File: config.mk
export PLATFORM = sky130hd
export DESIGN_NAME = window_3x3_gen
export DESIGN_NICKNAME = d
export VERILOG_FILES = /design/src/rtl/window_3x3_gen_pkg.sv /design/src/rtl/window_3x3_gen_line_buffer.sv /design/src/rtl/window_3x3_gen.sv
export SDC_FILE = /design/constraint.sdc
export NUM_CORES = 2
export LEC_CHECK = 0
export ABC_AREA = 0
export ABC_CLOCK_PERIOD_IN_PS = 12400
export CORE_MARGIN = 3
export CORE_UTILIZATION = 60
export DETAILED_ROUTE_END_ITERATION = 8
export PLACE_DENSITY = 0.8
export RECOVER_POWER = 100
export SYNTH_ARGS = -nofsm -noshare
export SYNTH_HDL_FRONTEND = slang
export SYNTH_HIERARCHICAL = 1
export SYNTH_MEMORY_MAX_BITS = 65536
export SYNTH_SLANG_ARGS = --single-unit
File: constraint.sdc
create_clock -name clk -period 12.4 [get_ports clk]
set_input_delay 1.86 -clock clk [delete_from_list [all_inputs] [get_ports clk]]
set_output_delay 1.86 -clock clk [all_outputs]
set_load 0.01 [all_outputs]
File: src/rtl/window_3x3_gen_pkg.sv
// window_3x3_gen_pkg: shared types for the 3x3 window generator
package window_3x3_gen_pkg;
  localparam int PIX_W_DEF = 8;
  typedef logic [PIX_W_DEF-1:0] pix_t;
  typedef enum logic [1:0] {IDLE, FILL, STREAM} state_t;
  typedef struct packed {
    pix_t p1, p2, p3, p4, p5, p6, p7, p8, p9;
  } win_t;
endpackage

File: src/rtl/window_3x3_gen_line_buffer.sv
// window_3x3_gen_line_buffer: one image line, read-before-write at a shared address
module window_3x3_gen_line_buffer #(
  parameter int DEPTH = 256,
  parameter int W = 8,
  parameter int AW = 8
) (
  input  logic          clk,
  input  logic          we_i,
  input  logic [AW-1:0] addr_i,
  input  logic [W-1:0]  din_i,
  output logic [W-1:0]  dout_o
);
  logic [W-1:0] mem_q [DEPTH];
  assign dout_o = mem_q[addr_i];
  // old contents are read combinationally, new pixel lands at the edge
  always_ff @(posedge clk)
    if (we_i) mem_q[addr_i] <= din_i;
endmodule

File: src/rtl/window_3x3_gen.sv
// window_3x3_gen: streaming 3x3 neighbourhood generator over a raster pixel stream
module window_3x3_gen
  import window_3x3_gen_pkg::*;
#(
  parameter int IMG_W = 256,
  parameter int IMG_H = 256,
  parameter int PIX_W = PIX_W_DEF
) (
  input  logic             clk,
  input  logic             rst,
  input  logic             sof,
  input  logic             pix_vld,
  input  logic [PIX_W-1:0] pix_in,
  output logic [PIX_W-1:0] P1,
  output logic [PIX_W-1:0] P2,
  output logic [PIX_W-1:0] P3,
  output logic [PIX_W-1:0] P4,
  output logic [PIX_W-1:0] P5,
  output logic [PIX_W-1:0] P6,
  output logic [PIX_W-1:0] P7,
  output logic [PIX_W-1:0] P8,
  output logic [PIX_W-1:0] P9,
  output logic             win_vld,
  output logic             frame_done
);
  localparam int CW = $clog2(IMG_W);
  localparam int RW = $clog2(IMG_H);
  state_t state_q, state_d;
  logic [CW-1:0] col_q, col_d, cur_c;
  logic [RW-1:0] row_q, row_d, cur_r;
  logic acc, last_col, end_frame, win_ok;
  logic [PIX_W-1:0] cur_px [3];
  logic [PIX_W-1:0] hist_q [3][2];
  logic [PIX_W-1:0] win_q [9];
  logic win_vld_q, done_q;
  window_3x3_gen_line_buffer #(.DEPTH(IMG_W), .W(PIX_W), .AW(CW)) u_lb1 (
    .clk(clk), .we_i(acc), .addr_i(cur_c), .din_i(pix_in), .dout_o(cur_px[1])
  );
  window_3x3_gen_line_buffer #(.DEPTH(IMG_W), .W(PIX_W), .AW(CW)) u_lb2 (
    .clk(clk), .we_i(acc), .addr_i(cur_c), .din_i(cur_px[1]), .dout_o(cur_px[0])
  );
  assign cur_px[2] = pix_in;
  // position of the pixel on the input, frame sequencing and window qualification
  always_comb begin
    acc = pix_vld & (sof | (state_q != IDLE));
    cur_c = sof ? '0 : col_q;
    cur_r = sof ? '0 : row_q;
    last_col = cur_c == CW'(IMG_W - 1);
    end_frame = acc & last_col & (cur_r == RW'(IMG_H - 1));
    win_ok = acc & (cur_r >= RW'(2)) & (cur_c >= CW'(2));
    col_d = col_q;
    row_d = row_q;
    state_d = state_q;
    if (acc) begin
      col_d = last_col ? '0 : cur_c + 1'b1;
      row_d = end_frame ? '0 : last_col ? cur_r + 1'b1 : cur_r;
      state_d = end_frame ? IDLE : (row_d >= RW'(2)) ? STREAM : FILL;
    end
  end
  // counters, column history per row and the registered window
  always_ff @(posedge clk) begin
    if (rst) begin
      state_q <= IDLE;
      col_q <= '0;
      row_q <= '0;
      win_vld_q <= 1'b0;
      done_q <= 1'b0;
      for (int k = 0; k < 9; k++) win_q[k] <= '0;
      for (int k = 0; k < 3; k++) hist_q[k] <= '{default: '0};
    end else begin
      state_q <= state_d;
      col_q <= col_d;
      row_q <= row_d;
      win_vld_q <= win_ok;
      done_q <= end_frame;
      if (acc)
        for (int k = 0; k < 3; k++) begin
          hist_q[k][1] <= hist_q[k][0];
          hist_q[k][0] <= cur_px[k];
        end
      if (win_ok)
        for (int k = 0; k < 3; k++) begin
          win_q[3*k]   <= hist_q[k][1];
          win_q[3*k+1] <= hist_q[k][0];
          win_q[3*k+2] <= cur_px[k];
        end
    end
  end
  assign {P1, P2, P3} = {win_q[0], win_q[1], win_q[2]};
  assign {P4, P5, P6} = {win_q[3], win_q[4], win_q[5]};
  assign {P7, P8, P9} = {win_q[6], win_q[7], win_q[8]};
  assign win_vld = win_vld_q;
  assign frame_done = done_q;
endmodule

Word level (Yosys, flattened, before mapping)

Memories as Yosys holds them, arrays and structs flattened.
Index checks and enable logic that the tools add are counted.
Widths: inputs -> output; s select.

Register bits: 20
RAM bits: 4,216
Bits of input ports: 12
Output and inout bits: 74
Word-level logic and storage cells: 69
Memories: 4

Memory list:

| memory      | words | width | read ports | clocked after memory_dff | wr ports | line                             | text |
|---|---|---|---|---|---|---|---|
| u_lb1.mem_q | 256   | 8     | 1          | 0                        | 1        | window_3x3_gen_line_buffer.sv:13 | `logic [W-1:0] mem_q [DEPTH];` |
| u_lb2.mem_q | 256   | 8     | 1          | 0                        | 1        | window_3x3_gen_line_buffer.sv:13 |  |
| win_q       | 9     | 8     | 9          | 0                        | 9        | window_3x3_gen.sv:34             | `logic [PIX_W-1:0] win_q [9];` |
| hist_q      | 3     | 16    | 3          | 0                        | 3        | window_3x3_gen.sv:33             | `logic [PIX_W-1:0] hist_q [3][2];` |

Add/sub/neg operators: 2
$lt $le $gt $ge: 3
Eq/ne operators: 2
Muxes and demuxes: 31
Bitwise gates (word level): 21
Reductions and logical operators: 1

Operator list:

| kind                | count |
|---|---|
| $mux 8              | 20 |
| $ge 8x2->1 const B  | 3 |
| $add 8x1->8 const B | 2 |
| $eq 8x8->1 const B  | 2 |
| $or 1x1->1          | 16 |
| $mux 1              | 9 |
| $and 1x1->1         | 5 |
| $mux 2              | 2 |
| $reduce_bool 2->1   | 1 |

Logic depth before layout (Yosys ltp)

Word-level depth: 9
Mapped depth: 14
Gate-level depth less buffers: 8

Cells and area by module

Netlist, hierarchy kept.

By module, submodules not included:

| module                     | instances | cells an instance | area an instance (µm²) |
|---|---|---|---|
| window_3x3_gen_line_buffer | 2         | 3,539             | 78,332.6 |
| window_3x3_gen             | 1         | 418               | 5,769.3 |

Worst setup path after synthesis

No wires, ideal clock.

Path type: input to register
Start: input port sof
End: memory u_lb2.mem_q[0][1] (data pin)
Library setup time: 1.798 ns
Data arrival time: 8.141 ns
Path slack: 2.461 ns
Stages: 12
Cell sequence: buf_2 -> clkbuf_1 -> clkbuf_1 -> nor2b_1 -> buf_2 -> clkbuf_1 -> clkbuf_1 -> mux4_2 -> a22oi_1 -> a21oi_1 -> o41ai_1 -> nand4_1

RTL lines:

| item            | line                             | text |
|---|---|---|
| start, declared | window_3x3_gen.sv:11             | `input logic sof,` |
| end, declared   | window_3x3_gen_line_buffer.sv:13 |  |

Worst setup path after layout

Start: input port sof
End: memory u_lb2.mem_q[73][7] (enable)

Elaborated cells between the ends (all ways): 5
Classes of those cells: 3 x mux; 2 x bitwise

RTL lines:

| item         | line                 | text |
|---|---|---|
| $mux 8       | window_3x3_gen.sv:46 | `cur_c = sof ? '0 : col_q;` |
| net cur_c[1] | window_3x3_gen.sv:29 | `logic [CW-1:0] col_q, col_d, cur_c;` |

The timed path passes the listed nets, and every way through them passes these cells.

==> reports/metrics.cfg <==
[outcome]
outcome = finished with violations
violations = DRC, capacitance limit, slew limit

[sta]
finalSetupViolCount = 0
clock_skew_ps = 81.0
relSlewSlack_pct = -402
period_share_pct = 81.7
tightest_slew_ps = 7530
hold_violations = 0
layout_min_cycle_time_ps = 10130
grt_setup_unrepaired = no
tns_ps = 0
fmax_ghz = 0.0987
slew_viol_final = 2596
hold-worst-slack_ps = 510

[final_layout]
regArea_um2 = 127000
layout.nets = 7711
final_cells = 11600
area_growth_syn_to_layout_pct = 10.7
num-fill-cells = 15300
final_layout_size_suffix_gt1_share_pct = 21.6
multi_input_area_um2 = 33200

[global_routing]
grt_pass1_wl_mm = 604
grt_pass1_vias = 84500
grt_overflow = 0
grt.total_usage_pct = 30.0
grt_max_degree = 205
antenna_found_initial = 15

[min_path]
hp-class = reg2reg
whs_endpoint = col_q[0]$_SDFFE_PP0N_
min_from = col_q[0]$_SDFFE_PP0N_
whs_path_depth = 2

[die]
rows = 190
die_w_um = 526
die_area_um2 = 277000
core_area_um2 = 269000
die_y_um = 526
io_pins = 86
start_util_pct = 60.5

[clocking]
h-tree-depth = 5
cts_tree = built
clock-sinks = 4236
cts_root_buf = clkbuf_16
insertion_delay_ps = 970
cts-hold-fix-buffers = 0
post-cts-setup-buffers = 0
path_clk_slew_ps = 60
cts-buffers-inserted = 404
cts_resized = 0
clockBufferDepth = 4

[logic_synthesis]
synth_cell_types = 50
synth_xor_area_share_pct = 0.0216
syn_nets = 7512
syn_area_um2 = 162000
yosys_warnings = 6
synth-compound-area-share_pct = 3.66
synthFlopType = edfxtp_1
yosys.area_share.simple_pct = 2.45
synth_top_family_by_area = multiplexers
async_flop_share_pct = 0
synth_edf_count = 4216
syn_area_per_cell_um2 = 21.7
yosysSeqAreaShare_pct = 78.2
synth.area.mux_share_pct = 14.2
synthAdderAreaFrac_pct = 0.0308
syn_inst = 7496
ys_ff_latch = 4236

[power]
p_total_w = 0.0289
p_int_w = 0.0229
p_leak_nw = 53.6
p_seq_share_pct = 54.9
pwr-share-comb_pct = 3.0
netSwitchingPower_w = 0.00597
clockPowerShare_pct = 42.1
switching_share_pct = 20.6
p_per_area_nw_per_um2 = 161
vdd_ir_drop_max_uv = 141

[routing]
drt_first_pass_iters = 9
drt-initial-drc-count = 13600
routed_wl_mm = 416
drc_errors = 1
postRouteAntennaNets = 0
post_drt_wl_per_cell_um = 35.9
vias_per_cell = 7.24
route.vias.total = 83900

[critical_path]
critical_path_class = in2reg
rr_worst_depth = 10
r2r_slack_ps = 4040
start_kind = input pin
crit_path_max_fanout = 66
crit-reg2reg-launch = col_q[1]$_SDFFE_PP0N_
r2r-end = u_lb2/mem_q[73][7]$_DFFE_PP_
end_kind = flop
cp-startpoint = sof
arrival_ps = 10610
cp.required_ps = 12880

[place]
hpwl_mm = 218
place_congestion = 0.828
placed_cells = 10800
portBuffers = 85

[run]
drv_cap = 57

-- stage by stage --
| stage | setup slack (ps) | utilization [%] | cell area, um2 |
|---|---|---|---|
| floorplan | 2460 | - | 162000 |
| global placement | 3470 | 62.3 | 167000 |
| detailed placement | 3500 | 62.3 | 167000 |
| CTS | 4430 | 67.1 | 180000 |
| global route | 2050 | 66.9 | 180000 |
| finish | 2270 | 66.9 | 180000 |
-- cell type report --
class,count,share of cell area (%)
Clock buffer,486,5.86
Tap cell,3552,2.47
Timing Repair Buffer,278,1.20
Sequential cell,4236,70.6
Multi-Input combinational cell,2767,18.5
Inverter,8,0.0209
Clock inverter,258,1.37
Antenna cell,7,0.00974
-- flip-flops by register name (all words and copies together) (netlist names) --
name / cells
row_q: 8
frame_done: 1
hist_q: 48
u_lb2/mem_q: 2048
u_lb1/mem_q: 2048
win_q: 72
state_q: 2
col_q: 8
win_vld: 1
-- how the worst max path moves through the flow --
| stage | slack, ps | endpoint | depth (start not counted) |
|---|---|---|---|
| final | 2270 | u_lb2/mem_q[73][7]$_DFFE_PP_ | 12 |
| after global routing | 2050 | u_lb2/mem_q[21][3]$_DFFE_PP_ | 12 |
| after CTS | 4430 | u_lb2/mem_q[113][5]$_DFFE_PP_ | 14 |
| after detailed placement | 3500 | hist_q[1][13]$_SDFFCE_PN0P_ | 15 |
| after global placement | 3470 | win_q[0][44]$_SDFFCE_PN0P_ | 14 |
| after floorplan | 2460 | u_lb2/mem_q[0][1]$_DFFE_PP_ | 12 |
-- power by group through the flow --
stage,Clock [W],Sequential (W),Combinational [W]
5_1_grt,0.0128,0.0159,0.000918
3_5_place_dp,0,0.0162,0.000853
2_1_floorplan,0,0.0162,0.000511
4_1_cts,0.0123,0.0159,0.000873
6_report,0.0122,0.0159,0.000862
3_3_place_gp,0,0.0162,0.000816
-- layout by cell type, fill, tap and decap left out, drive strengths merged, types with 3 or more instances in the layout --
| master | netlist | layout |
|---|---|---|
| a21oi | 266 | 266 |
| a22oi | 513 | 513 |
| a31oi | 3 | 3 |
| a32oi | 3 | 3 |
| and2 | 126 | 126 |
| buf | 180 | 114 |
| bufinv | 0 | 34 |
| clkbuf | 305 | 573 |
| clkinv | 0 | 194 |
| clkinvlp | 0 | 17 |
| dfxtp | 20 | 20 |
| diode | 0 | 7 |
| dlygate4sd3 | 0 | 75 |
| edfxtp | 4216 | 4216 |
| ha | 4 | 4 |
| inv | 8 | 21 |
| mux4 | 1024 | 1024 |
| nand2 | 68 | 68 |
| nand2b | 23 | 23 |
| nand3 | 31 | 31 |
| nand4 | 20 | 20 |
| nand4b | 4 | 4 |
| nor2 | 479 | 479 |
| nor2b | 22 | 22 |
| nor3 | 65 | 65 |
| nor4 | 10 | 10 |
| o21ai | 9 | 9 |
| o41ai | 64 | 64 |
| or2 | 4 | 4 |
| or3 | 4 | 4 |
-- worst max-delay path, cell delays in order --
cell,delay (ps)
dlygate4sd3_1,560
clkbuf_1,510
nor2b_1,1640
buf_4,760
buf_4,640
buf_4,870
nand2b_1,230
clkbuf_1,670
nor2_1,280
nand2_1,140
clkbuf_1,1570
nor2_1,740
-- cell families after synthesis --
group,after synthesis
AND/OR/NAND/NOR,859
flip-flops,4236
multiplexers,1028
buffers and inverters,493
AO/OA/AOI/OAI,872
adder cells (fa/ha/maj),4
XOR/XNOR,4
-- cells in the mapped netlist (39+ instances only) --
cell type | count | share of area (%)
edfxtp_1 | 4216 | 78
mux4_2 | 1024 | 14
a22oi_1 | 513 | 2.4
nor2_1 | 478 | 1.1
clkbuf_1 | 305 | 0.70
a21oi_1 | 266 | 0.82
and2_1 | 126 | 0.49
buf_2 | 73 | 0.22
nand2_1 | 68 | 0.16
nor3_1 | 65 | 0.20
o41ai_1 | 64 | 0.35
buf_1 | 39 | 0.090
-- layer usage --
metal / up-vias / track usage (%) / part of all wire, % / wire length, um
met5: - / 0 / 0.030 / 126
met2: 7456 / 48.0 / 49 / 204000
met1: 43000 / 39.8 / 33 / 135000
met4: 22 / 14.2 / 5.7 / 23700
met3: 1431 / 6.66 / 13 / 53200
li1: 32000 / - / - / -
Power figures use the tool's default switching activity.
